[config.mk]
export PLATFORM = sky130hd
export DESIGN_NAME = mesh_result_collector
export DESIGN_NICKNAME = d
export VERILOG_FILES = /design/src/rtl/mesh_result_collector.sv
export SDC_FILE = /design/constraint.sdc
export NUM_CORES = 2
export LEC_CHECK = 0
export BUFFER_PORTS_ARGS = -buffer_cell sky130_fd_sc_hd__buf_2
export CORE_MARGIN = 4
export CORE_UTILIZATION = 62
export CTS_BUF_LIST = sky130_fd_sc_hd__clkbuf_8 sky130_fd_sc_hd__clkbuf_16
export CTS_CLUSTER_SIZE = 30
export DETAILED_ROUTE_END_ITERATION = 10
export MAX_ROUTING_LAYER = met4
export PLACE_DENSITY = 0.95
export SETUP_SLACK_MARGIN = 0.2
export SKIP_LAST_GASP = 1
export SLEW_MARGIN = 0
export SYNTH_ARGS = -nofsm -noshare
export SYNTH_HDL_FRONTEND = slang
export SYNTH_SLANG_ARGS = --single-unit
[constraint.sdc]
create_clock -name clk -period 19.6 [get_ports clk]
set_input_delay 2.94 -clock clk [delete_from_list [all_inputs] [get_ports clk]]
set_output_delay 2.94 -clock clk [all_outputs]
set_load 0.03 [all_outputs]
[src/rtl/mesh_result_collector.sv]
// rtl/mesh_result_collector.sv - convergence monitor and row streamer for the comparator mesh
//
// Watches the mesh's per-node output vector until it holds still for
// STABLE_CYCLES comparisons or MAX_CYCLES monitor cycles elapse. It then
// streams the frozen snapshot out one row per beat and accumulates the
// population count.
//
// Ports:
//   clk, rst_n            clock (rising edge), asynchronous active-low reset
//   start                 begin monitoring (sampled only in IDLE)
//   node_out              mesh outputs, bit j = row j/COLS, column j%COLS
//   busy, done            activity flag, one-cycle completion pulse
//   converged             1 = stopped on stability, 0 = stopped on timeout
//   cycles_used           monitor cycles elapsed
//   ones_count            popcount of the frozen snapshot
//   row_data, row_idx     current snapshot row and its index
//   row_valid, row_ready  row stream handshake

module mesh_result_collector #(
   parameter int COLS          = 26,
   parameter int ROWS          = 18,
   parameter int STABLE_CYCLES = 4,
   parameter int MAX_CYCLES    = 1000,
   parameter int CYC_W         = 16
) (
   input  logic                 clk,
   input  logic                 rst_n,
   input  logic                 start,
   input  logic [COLS*ROWS-1:0] node_out,
   output logic                 busy,
   output logic                 done,
   output logic                 converged,
   output logic [CYC_W-1:0]     cycles_used,
   output logic [8:0]           ones_count,
   output logic [COLS-1:0]      row_data,
   output logic [4:0]           row_idx,
   output logic                 row_valid,
   input  logic                 row_ready
);

   typedef enum logic [1:0] {S_IDLE, S_MONITOR, S_STREAM, S_DONE} state_t;

   localparam int               SC_W        = (STABLE_CYCLES > 1) ? $clog2(STABLE_CYCLES) : 1;
   localparam logic [SC_W-1:0]  STABLE_LAST = SC_W'(STABLE_CYCLES - 1);
   localparam logic [CYC_W-1:0] MAX_C       = CYC_W'(MAX_CYCLES);
   localparam logic [4:0]       LAST_ROW    = 5'(ROWS - 1);

   state_t                      state_q, state_d;
   logic [ROWS-1:0][COLS-1:0]   snap_q, snap_d;
   logic [SC_W-1:0]             stable_q, stable_d;
   logic                        first_q, first_d;
   logic [CYC_W-1:0]            cycles_q, cycles_d;
   logic                        converged_q, converged_d;
   logic [8:0]                  ones_q, ones_d;
   logic [4:0]                  row_idx_q, row_idx_d;

   logic                        eq;
   logic [CYC_W-1:0]            cyc_inc;
   logic [COLS-1:0]             row_sel;

   // Popcount one row at a time so the adder tree stays COLS bits deep.
   function automatic logic [8:0] row_popcount(input logic [COLS-1:0] v);
      logic [8:0] cnt;
      cnt = '0;
      for (int i = 0; i < COLS; i++) begin
         cnt = cnt + 9'(v[i]);
      end
      return cnt;
   endfunction

   assign row_sel = snap_q[row_idx_q];

   always_comb begin
      state_d     = state_q;
      snap_d      = snap_q;
      stable_d    = stable_q;
      first_d     = first_q;
      cycles_d    = cycles_q;
      converged_d = converged_q;
      ones_d      = ones_q;
      row_idx_d   = row_idx_q;
      // The first monitor sample has nothing valid to compare against.
      eq          = !first_q && (node_out == snap_q);
      cyc_inc     = cycles_q + CYC_W'(1);

      case (state_q)
         S_IDLE: begin
            if (start) begin
               state_d     = S_MONITOR;
               converged_d = 1'b0;
               cycles_d    = '0;
               ones_d      = '0;
               stable_d    = '0;
               first_d     = 1'b1;
               row_idx_d   = '0;
            end
         end
         S_MONITOR: begin
            snap_d   = node_out;
            cycles_d = cyc_inc;
            first_d  = 1'b0;
            stable_d = eq ? stable_q + SC_W'(1) : '0;
            // Convergence is tested first so it wins a tie with the budget.
            if (eq && (stable_q == STABLE_LAST)) begin
               converged_d = 1'b1;
               state_d     = S_STREAM;
               row_idx_d   = '0;
            end else if (cyc_inc == MAX_C) begin
               converged_d = 1'b0;
               state_d     = S_STREAM;
               row_idx_d   = '0;
            end
         end
         S_STREAM: begin
            if (row_ready) begin
               ones_d = ones_q + row_popcount(row_sel);
               // row_idx parks on the last row so it never leaves 0..ROWS-1.
               if (row_idx_q == LAST_ROW) begin
                  state_d = S_DONE;
               end else begin
                  row_idx_d = row_idx_q + 5'd1;
               end
            end
         end
         S_DONE: begin
            state_d = S_IDLE;
         end
         default: begin
            state_d = S_IDLE;
         end
      endcase
   end

   always_ff @(posedge clk or negedge rst_n) begin
      if (!rst_n) begin
         state_q     <= S_IDLE;
         snap_q      <= '0;
         stable_q    <= '0;
         first_q     <= 1'b0;
         cycles_q    <= '0;
         converged_q <= 1'b0;
         ones_q      <= '0;
         row_idx_q   <= '0;
      end else begin
         state_q     <= state_d;
         snap_q      <= snap_d;
         stable_q    <= stable_d;
         first_q     <= first_d;
         cycles_q    <= cycles_d;
         converged_q <= converged_d;
         ones_q      <= ones_d;
         row_idx_q   <= row_idx_d;
      end
   end

   assign busy        = (state_q == S_MONITOR) || (state_q == S_STREAM);
   assign done        = (state_q == S_DONE);
   assign row_valid   = (state_q == S_STREAM);
   assign converged   = converged_q;
   assign cycles_used = cycles_q;
   assign ones_count  = ones_q;
   assign row_idx     = row_idx_q;
   assign row_data    = row_sel;

endmodule
==> out/summary.md <==
After clock tree synthesis, the clock-pin slew on the worst setup and hold paths is 60 ps. Maximum cell stage delay along the critical path: 850 ps. The routed design could run at a clock period as short as 8458 ps. STA classifies the critical path startpoint as a flip-flop. The post-layout utilization of the core was 73.76%; the met3 track demand over resource in global routing was 19.15%. The share of total power dissipated in sequential elements is 42.3%.

The HPWL after detailed placement is 112.4 mm. Hold timing on the final database bottoms out at a slack of 521.3 ps. After layout, the worst path uses 43.15% of the clock period.

The critical path contains buffers and inverters numbering 3 combined. The routed length per instance is 36.87 µm, and the total nets after synthesis is 3113. Entering global routing, the biggest net connects 159 pins. The die covers 52490 µm².

The logs give 532 for the number of top-level design ports and 4567 for the detailed router's first-iteration violation count. The final number of max-transition violations was 0; the initial antenna violation count was 11. The post-synthesis average cell area is 11.68 µm².

The number of optimization iterations in the first detailed-route pass is 8, and the switching power share of the total is 30.26%. Setup violations remaining at the end of the flow were counted as 0. The area growth from synthesis to layout is 16.91%. The final route contains 26.76k vias.

The run finished with clean final reports. Leaving out fill and tap cells, the most frequent cells in the layout are buf_2, dfrtp_1, mux2_2, nor2b_1, inv_1. The die is 229.1 µm wide. The pin slew with the least headroom to its limit was 1320 ps; the standard cell core area was 48050 µm². In this design, the largest share of critical-path delay is due to adder cells. Count of hold buffers inserted by post-cts repair: 0. STA puts the critical path data required time at 20120 ps.

The die is 229.1 µm tall. STA classifies the critical path endpoint as a flip-flop. CTS placed an instance of clkbuf_16 at the clock tree root. The switching power came out at 838.9 µW.

Routability-driven placement finished with a final weighted congestion of 1.128. Once layout is complete, the cells apart from fillers number 3770. The sum of routed wire length over all layers is 139.0 mm.

The worst hold-check path type is reg -> reg. Combinational cells account for 17.7% of the total power. Setup repair after global routing left no endpoint under its margin.

On the final layout, the worst clock skew is 28.80 ps. During synthesis, Yosys emitted a total of 0 warnings. After clock tree synthesis, the setup repair step added 0 buffers. For the residual DRC count, the log shows 0.

The number of vias per cell works out to 7.097. The cell that appears most often on the critical path is fa_1. The internal power component came out at 1.933 mW. For this configuration, the core starts out at a cell density of 63.09%. The tools report the global router's overall resource usage as 53.35%. Synthesis instantiated 63 different standard cells from the library.

The run gives 76.21% as the fraction of met2 tracks used by global routing. The run gives 41.61% as the sequential-to-total area share from yosys stat. The tools report the antenna violation net count after detailed routing as 0. In this run, synthesis produced a sequential element count of 504. Of all flip-flops after synthesis, the portion carrying an async set or reset was 100.0%. For this run the aggregate overflow at the end of global routing stands at 0. Among all flip-flop cells after synthesis, the most frequent one is dfrtp_1.

The global routing stage identified its most utilized layer as met2. Worst max-slew margin expressed relative to the limit: 11.17%. The number of enable-type register cells in the synthesized netlist was 0; the static leakage was 15.29 nW.

The tools report the global-route track usage on met1 as 64.59%. In this run the power density over the cells is 78.22 nW/µm². The tools report the count of filler cells inserted in the layout as 3272. The tree built by TritonCTS fans out to 504 sinks.

The largest fanout on the critical path came out at 48. Counting tap cells, the placed design contains a total of 3651 instances. The total number of nets in the final design is 3611, and the number of port buffers is 531.

Number of global-route vias before repair: 26.59k. Leaving out fill and tap cells, the most frequent cell in the layout is buf_2. Achievable clock frequency: 118.2 MHz. Clock network fraction of total power: 40.0%.

The share of post-route cells with drive strength above 1 is 38.40%. The first global-routing pass estimated 193.2 mm of wire. The number of gates resized after CTS was 0. The number of buffers inserted during clock tree synthesis came out at 55. Across the run, the number of max-cap violations was 0. After routing, the total negative slack on setup checks comes to 0 ps. After synthesis the cells add up to 30310 µm². No sink is reached through more buffers than the 3 on the longest clock path. The critical path in this run is classified as reg -> reg. The run gives 8980 ps as the critical path data arrival time. CTS built an H-tree with a depth of 2. The run gives 660 ps as the latest clock arrival within the worst-skew pair.

After floorplanning, the core was divided into 80 placement rows. The cell with the largest stage delay on the worst path is dfrtp_4. TritonCTS built the clock tree. Walking the worst path, the cells encountered are buf_4 -> mux4_2 -> mux4_2 -> inv_1 -> o22ai_1 -> fa_1 -> inv_1 -> fa_1 -> fa_1 -> fa_1 -> fa_1 -> fa_1 -> fa_1 -> fa_1 -> nor2b_1 -> o21ai_0 -> a21boi_0 -> o21ai_0 -> a21oi_1 -> o211ai_1 -> xor2_1 -> nor2_1. The peak ir drop on the vdd network came out at 0.07209 mV.

The design draws 2.772 mW. Synthesis produced 2595 cells. Number of hold-slack violations in the final timing report: 0.
[final timing paths]
check	slack [ps]	from	depth (start not counted)	end
worst max-delay path	11140	row_idx[0]	22	ones_count[8]
worst min-delay path	520	stable_q[1]	1	stable_q[1]
worst max register to register	11140	row_idx[0]	22	ones_count[8]
worst min register to register	520	stable_q[1]	1	stable_q[1]
max in group asynchronous	14770	rst_n	3	snap_q[139]
min in group asynchronous	2380	rst_n	1	snap_q[25]
[cells by family after synthesis]
kind of cell               share of synthesized area [%]
AOI/OAI and AO/OA                                  7.558
xor gates and xnor gates                           6.761
adders and majority gates                          2.394
buffers and inverters                              3.475
DFF                                                41.61
muxes                                              26.01
and+or+nand+nor                                    12.20
[area by class of cell]
type,instances,area [µm²],area share [%]
inverter,157,589.3,1.663
clock inverter,36,354.1,0.9992
antenna,17,42.54,0.1200
timing repair buffer,554,2853,8.050
clock buffer,66,1539,4.343
tap,615,769.5,2.171
multi-input combinational,1821,16670,47.04
sequential,504,12620,35.62
[routing by layer]
layer / share of wire, % / vias up
met5: 0 / -
met3: 15 / 618
met4: 8.8 / 0
met1: 33 / 13244
li1: - / 10485
met2: 43 / 2410
[worst reg2reg max path, cell delays in order, from the launching register on]
cell and delay [ps]:
dfrtp_4 850, buf_4 870, mux4_2 640, mux4_2 480, inv_1 130, o22ai_1 130
fa_1 550, inv_1 70, fa_1 470, fa_1 550, fa_1 450, fa_1 530
fa_1 430, fa_1 440, fa_1 480, nor2b_1 150, o21ai_0 120, a21boi_0 250
o21ai_0 140, a21oi_1 250, o211ai_1 130, xor2_1 150, nor2_1 50
[synth_stat cells (all sizes together) (60+ instances only)]
cell type | n | area (µm²)
clkbuf | 85 | 319.1
inv | 157 | 589.3
mux2 | 434 | 4891
nand2b | 138 | 863.3
xor2 | 92 | 805.8
xnor2 | 142 | 1244
nand4 | 60 | 375.4
o21ai | 90 | 454.2
mux4 | 112 | 2522
dfrtp | 504 | 12610
nor4 | 66 | 412.9
nand2 | 83 | 311.6
nor2b | 189 | 1182
[flip-flops by register name (all words and copies together) (netlist names)]
register,flops
snap_q,468
ones_count,9
stable_q,2
converged,1
state_q,2
row_idx,5
cycles_used,16
first_q,1
[power by group through the flow]
stage	Clock (mW)	Sequential, mW	Combinational [mW]
floorplan	0	1.14	0.249
finish	1.11	1.17	0.491
global placement	0	1.18	0.445
detailed placement	0	1.18	0.465
CTS	1.10	1.16	0.473
global route	1.15	1.17	0.516
[stage by stage]
step                      setup WS, ps  area [µm²]
final                            11140       35440
after global routing             10760       35430
after detailed placement         11240       33500
after CTS                        11220       35400
after floorplan                  12070       30310
after global placement           11440       33500
Power figures use the tool's default switching activity.
